==> config.mk <==
export PLATFORM = sky130hd
export DESIGN_NAME = mc_mem_bridge
export DESIGN_NICKNAME = d
export VERILOG_FILES = /design/src/rtl/mc_mem_bridge.sv
export SDC_FILE = /design/constraint.sdc
export NUM_CORES = 1
export LEC_CHECK = 0
export CAP_MARGIN = 30
export CORE_MARGIN = 8
export CORE_UTILIZATION = 39
export CTS_BUF_LIST = sky130_fd_sc_hd__clkbuf_4 sky130_fd_sc_hd__clkbuf_8 sky130_fd_sc_hd__clkbuf_16
export CTS_CLUSTER_SIZE = 16
export DETAILED_ROUTE_END_ITERATION = 10
export PLACE_DENSITY_LB_ADDON = 0.1
export REMOVE_ABC_BUFFERS = 1
export SYNTH_ARGS = -nofsm -noshare
export SYNTH_HDL_FRONTEND = slang
export SYNTH_SLANG_ARGS = --single-unit
==> constraint.sdc <==
create_clock -name clk -period 1.65 [get_ports clk]
set_input_delay 0.2475 -clock clk [delete_from_list [all_inputs] [get_ports clk]]
set_output_delay 0.2475 -clock clk [all_outputs]
set_load 0.02 [all_outputs]
==> src/rtl/mc_mem_bridge.sv <==
`default_nettype none
// ============================================================================
// Module      : mc_mem_bridge
// Description : Stalls the multicycle core while one access is carried over a
//               request/ready memory bus, with wait-state timeout and a
//               saturating stall-cycle counter.
// Revision    : 1.0 - initial release
// ============================================================================
module mc_mem_bridge #(
    parameter int                 DATA_W   = 16,
    parameter int                 ADDR_W   = 16,
    parameter int                 TIMEOUT  = 64,
    parameter logic [DATA_W-1:0]  ERR_DATA = DATA_W'(16'hFFFF),
    parameter int                 CNT_W    = 16
) (
    input  logic                clk,
    input  logic                reset,
    input  logic                core_access,
    input  logic                core_memwrite,
    input  logic [ADDR_W-1:0]   core_adr,
    input  logic [DATA_W-1:0]   core_writedata,
    output logic [DATA_W-1:0]   core_readdata,
    output logic                core_stall,
    output logic                mem_req,
    output logic                mem_we,
    output logic [ADDR_W-1:0]   mem_adr,
    output logic [DATA_W-1:0]   mem_wdata,
    input  logic                mem_ready,
    input  logic [DATA_W-1:0]   mem_rdata,
    output logic                timeout_err,
    output logic [CNT_W-1:0]    stall_cnt
);

    localparam int              c_tw   = (TIMEOUT > 1) ? $clog2(TIMEOUT) : 1;
    localparam logic [c_tw-1:0] c_tlim = (TIMEOUT > 0) ? c_tw'(TIMEOUT - 1) : '0;

    localparam logic [1:0] c_idle = 2'd0;
    localparam logic [1:0] c_req  = 2'd1;
    localparam logic [1:0] c_done = 2'd2;

    logic [1:0]        r_state;
    logic [1:0]        w_state_nxt;
    logic              w_stall;
    logic              w_abort;
    logic [c_tw-1:0]   r_tcnt;
    logic              r_we;
    logic [ADDR_W-1:0] r_adr;
    logic [DATA_W-1:0] r_wdata;
    logic [DATA_W-1:0] r_rdata;
    logic              r_err;
    logic [CNT_W-1:0]  r_stall_cnt;

    // Abort fires on the last permitted REQ cycle; a zero TIMEOUT never aborts.
    assign w_abort = (TIMEOUT != 0) && !mem_ready && (r_tcnt == c_tlim);

    always_comb begin
        w_state_nxt = r_state;
        w_stall     = 1'b0;
        case (r_state)
            c_idle: begin
                w_stall = core_access;
                if (core_access) w_state_nxt = c_req;
            end
            c_req: begin
                w_stall = 1'b1;
                if (mem_ready || w_abort) w_state_nxt = c_done;
            end
            c_done:  w_state_nxt = c_idle;
            default: w_state_nxt = c_idle;
        endcase
    end

    always_ff @(posedge clk) begin
        if (reset) begin
            r_state     <= c_idle;
            r_tcnt      <= '0;
            r_we        <= 1'b0;
            r_adr       <= '0;
            r_wdata     <= '0;
            r_rdata     <= '0;
            r_err       <= 1'b0;
            r_stall_cnt <= '0;
        end else begin
            r_state <= w_state_nxt;
            if (w_stall && (r_stall_cnt != '1)) r_stall_cnt <= r_stall_cnt + 1'b1;
            case (r_state)
                c_idle: begin
                    if (core_access) begin
                        r_adr   <= core_adr;
                        r_wdata <= core_writedata;
                        r_we    <= core_memwrite;
                        r_tcnt  <= '0;
                    end
                end
                c_req: begin
                    if (mem_ready) begin
                        if (!r_we) r_rdata <= mem_rdata;
                    end else if (w_abort) begin
                        r_err <= 1'b1;
                        if (!r_we) r_rdata <= ERR_DATA;
                    end else begin
                        r_tcnt <= r_tcnt + 1'b1;
                    end
                end
                default: ;
            endcase
        end
    end

    assign core_stall    = w_stall;
    assign mem_req       = (r_state == c_req);
    assign mem_we        = r_we;
    assign mem_adr       = r_adr;
    assign mem_wdata     = r_wdata;
    assign core_readdata = r_rdata;
    assign timeout_err   = r_err;
    assign stall_cnt     = r_stall_cnt;

endmodule
`default_nettype wire
# [Word-level counts from Yosys, hierarchy flattened]
# Cells that the tools add are included.
[op_classes] add_sub_neg=2 n_eq_ne=7 mux=12 bitwise=2 n_reduce_logical=12
[ops] operator="2-to-1 mux 16 bit" n=4
[ops] operator="2-to-1 mux 6 bit" n=3
[ops] operator="adder 16 x 1 -> 16 bit, second input constant" n=1
[ops] operator="inequality test 16 bit, second input constant" n=1
[ops] operator="case mux 6 bit (2 select lines)" n=1
[ops] operator="adder 6 x 1 -> 6 bit, second input constant" n=1
[ops] operator="== test 6 bit, second input constant" n=1
[ops] operator="inequality test 2 bit, second input constant" n=3
[ops] operator="AND reduction 3 bit" n=2
[ops] operator="2-to-1 mux 2 bit" n=2
[ops] operator="case mux 2 bit (2 select lines)" n=1
[ops] operator="AND reduction 2 bit" n=2
[ops] operator="AND reduction 4 bit" n=1
[ops] operator="nonzero test 2 bit" n=2
[ops] operator="== test 2 x 1 -> 1 bit, second input constant" n=1
[ops] operator="logical AND 1 bit" n=2
[ops] operator="zero test 2 bit" n=1
[ops] operator="inequality test 2 x 1 -> 1 bit, second input constant" n=1
[ops] operator="inverter 1 bit" n=2
[ops] operator="case mux 1 bit (2 select lines)" n=1
[ops] operator="zero test 1 bit" n=1
[ops] operator="logical OR 1 bit" n=1
[totals] ff_bits=74 inputBits=53 out_inout_bits=68 word_cells=43

# [Longest topological paths before layout]
[logic_depth] depth_word=5 mapped_depth=7 mapped_depth_nobuf=5

# [Worst setup path before layout]
# No wires, ideal clock.
[synth_timing] path_type="reg-to-reg" startpoint="register r_stall_cnt[2] (netlist: stall_cnt[2])" endpoint="register r_stall_cnt[9] (netlist: stall_cnt[9])" setup_ns=0.070 arrival_ns=1.861 required_ns=1.580 path_slack_ns=-0.281 path_stages_with_launch=6 path_buffers=1 period_less_slack_ns=1.931 path_cell_list="dfxtp_1 -> nand2_1 -> or4_1 -> buf_2 -> or4_1 -> a21oi_1"
[synth_via] elab_chain_cells=2 elab_cells_between_ends=3 classes_between="1 x add/sub; 1 x eq/ne; 1 x reduce/logical"
[synth_lines] item="from (decl)" line="51" text="logic [CNT_W-1:0] r_stall_cnt;"
[synth_lines] item="from (signal assigned)" line="85" text="if (w_stall && (r_stall_cnt != '1)) r_stall_cnt <= r_stall_cnt + 1'b1;"
[synth_lines] item="branches (longest 2 deep; another with adder 16 x 1 -> 16 bit)"
# Parallel ways; which one is timed is not known.
# A chain may end at the register's enable or synchronous reset.

# [Worst setup path in the final report]
[layout_timing] startpoint="register r_stall_cnt[0] (netlist: stall_cnt[0])" endpoint="register r_stall_cnt[7] (netlist: stall_cnt[7])"
# Same word-level chain as after synthesis.

==> impl_metrics.py <==
metrics = {
    "status": {
        "status": "finished, violations left",
        "violations": "negative setup slack",
    },
    "global_routing": {
        "grt_pass1_vias": 3126,
        "grt_use_total_pct": 17.0,
        "grt_pass1_wl_mm": 15.6,
        "grt.overflow.total": 0,
        "antenna_found_initial": 0,
        "grt_max_degree": 40,
    },
    "clock_tree": {
        "cts_hold_buf": 0,
        "clkTransAtPathRegs_ns": 0.08,
        "cts_made_buffers": 9,
        "clock-root-buffer": "clkbuf_8",
        "cts_num_sinks": 74,
        "clock_path_buffers": 2,
        "htreeDepth": 3,
        "clkLatencyLatePin_ns": 0.34,
        "cts_tree": "yes",
    },
    "sta": {
        "clock.fmax_mhz": 565,
        "finalSetupViolCount": 22,
        "fin_hold_ws_ns": 0.418,
        "finalMaxSlewViolations": 0,
        "min_period_ns": 1.77,
        "hold_violations": 0,
        "rsz0062_at_grt": "yes",
        "final.period_utilization_pct": 107,
        "tightestPinTransition_ns": 0.657,
        "slew_headroom_pct": 56.2,
        "fin_ws_ns": -0.120,
        "finalClockSkew_ns": 0.00951,
    },
    "setup_path": {
        "path_class": "reg2reg",
        "critPathRequiredTime_ns": 1.92,
        "arrival_ns": 2.04,
        "timing.rr.start": "stall_cnt[0]",
        "cp-end-kind": "flop",
        "crit_path_start": "stall_cnt[0]",
        "rrSetupSlack_ns": -0.12,
        "worstPathMaxFanout": 7,
        "critPathLaunchType": "flop",
    },
    "worst_hold_path": {
        "hold_start": "reset",
        "hp-class": "in2reg",
    },
    "yosys": {
        "synth_cell_type_count": 42,
        "synthTopCellsByArea": "dfxtp_1 49%, nand2_1 9.1%, a21oi_1 7.9%",
        "synth_edf_count": 0,
        "synth-async-reset-ratio_pct": 0,
        "ys_warn_count": 0,
        "synth_area_um2": 3040,
        "synth_top_area_cell": "dfxtp_1",
        "netlist.area_leader.share_pct": 48.8,
        "syn_inst": 372,
        "yosys_register_bits": 74,
        "avgSynthCellArea_um2": 8.16,
        "synth_seq_area_share_pct": 48.8,
        "synth-main-ff-cell": "dfxtp_1",
    },
    "drt": {
        "drt-initial-drc-count": 112,
        "drtAntennaViolNets": 0,
        "drcViolationCount": 0,
        "postRouteWirelength_mm": 9.68,
        "route.vias.total": 3196,
        "first_pass_iters": 4,
        "wl_per_cell_um": 15.0,
        "via_per_inst": 4.96,
    },
    "floorplanning": {
        "initial_core_util_pct": 39.7,
        "io-pin-count": 121,
        "die_w_um": 104,
        "row_count": 32,
        "die_h_um": 104,
        "core_area_um2": 7650,
        "die_area_um2": 10900,
    },
    "cells_and_area": {
        "nets": 592,
        "layout_commonest_cell": "clkdlybuf4s50_1",
        "drive_gt1_share_pct": 23.1,
        "diodes": 0,
        "area_delta_synth_final_pct": 72.4,
        "layout_common_cells": "98 x clkdlybuf4s50_1, 73 x nand2_1, 69 x dfxtp_1",
        "final_util_pct": 68.5,
    },
    "pwr": {
        "peakVddDrop_mv": 0.461,
        "power_leakage_uw": 0.00213,
        "power-per-cell-area_nw_per_um2": 815,
    },
    "placement": {
        "routabilityCongestion": 0.798,
        "hpwlAfterDp_mm": 6.41,
        "io_buffers": 120,
    },
    "job": {
        "cap_viol_max_count": 0,
    },
}
## cells by family after synthesis
logic type | Yosys count | synth area share (%)
AOI/OAI and AO/OA | 87 | 17.8
buffers and inverters | 44 | 5.73
DFF | 74 | 48.8
and+or+nand+nor | 162 | 25.8
muxes | 3 | 1.07
adders and majority gates | 2 | 0.824
## final timing paths
check / end / cells past startpoint
hold / removal: r_tcnt[1] / 2
setup / recovery: stall_cnt[7] / 6
hold reg to reg: mem_wdata[6] / 2
setup reg to reg: stall_cnt[7] / 6
## synth_stat cells, types with 5 or more instances
| library cell | instances |
|---|---|
| inv_1 | 19 |
| or4_1 | 5 |
| nor3_1 | 11 |
| a21oi_1 | 48 |
| a31oi_1 | 5 |
| nand2_1 | 74 |
| nand3_1 | 11 |
| clkbuf_1 | 20 |
| nor2b_1 | 5 |
| a311oi_1 | 16 |
| nor3b_1 | 6 |
| nor2_1 | 26 |
| dfxtp_1 | 74 |
## per-layer routing
| layer | track usage [%] | vias up | part of all wire (%) |
|---|---|---|---|
| met4 | 3.52 | 0 | 0.69 |
| met5 | 0 | - | 0 |
| li1 | - | 1630 | - |
| met2 | 29.6 | 64 | 52 |
| met3 | 6.44 | 6 | 5.3 |
| met1 | 19.4 | 1496 | 42 |
## flip-flops by register name, indices dropped and copies added (netlist names)
register       count
mem_wdata         16
stall_cnt         16
mem_adr           16
mem_we             1
r_state            2
r_tcnt             6
timeout_err        1
core_readdata     16
## area by class of cell
class                   instances  area, µm²
clock buffers                  10        131
clock inverters                 6       90.1
fillers                       668       2410
inverters                      19       71.3
multi-input cells             254       1570
flip-flops and latches         74       1490
well taps                     102        128
repair buffers                179       1750
## worst max-delay path, stage by stage (launching register included)
cell and delay [ns]:
dfxtp_4 0.37, ha_4 0.16, and4_1 0.17, and4b_2 0.30
buf_6 0.15, or4_4 0.41, a21oi_2 0.14
## per-stage QoR
stage	area [µm²]	TNS (ns)	setup slack, ns	power [µW]	instances
floorplan	2930	-44.38	-1.01	2240	347
global placement	4660	-7.41	-0.500	2670	616
detailed placement	4660	-8.54	-0.500	2680	616
CTS	5030	-2.27	-0.148	4280	639
global route	5240	-3.34	-0.175	4480	644
finish	5240	-1.74	-0.120	4270	644
## where the power goes
group	switching [µW]	internal (µW)
logic	377	408
registers	49.1	1870
clock network	687	874
## repair_timing
| action | CTS | global route |
|---|---|---|
| pin swaps | 23 | 18 |
| resized for setup | 40 | 50 |
| setup buffers | 5 | 7 |
| setup endpoints to repair | 44 | 38 |
| cloned | 2 | 1 |
Note: power is estimated with default switching activity, not from simulation.
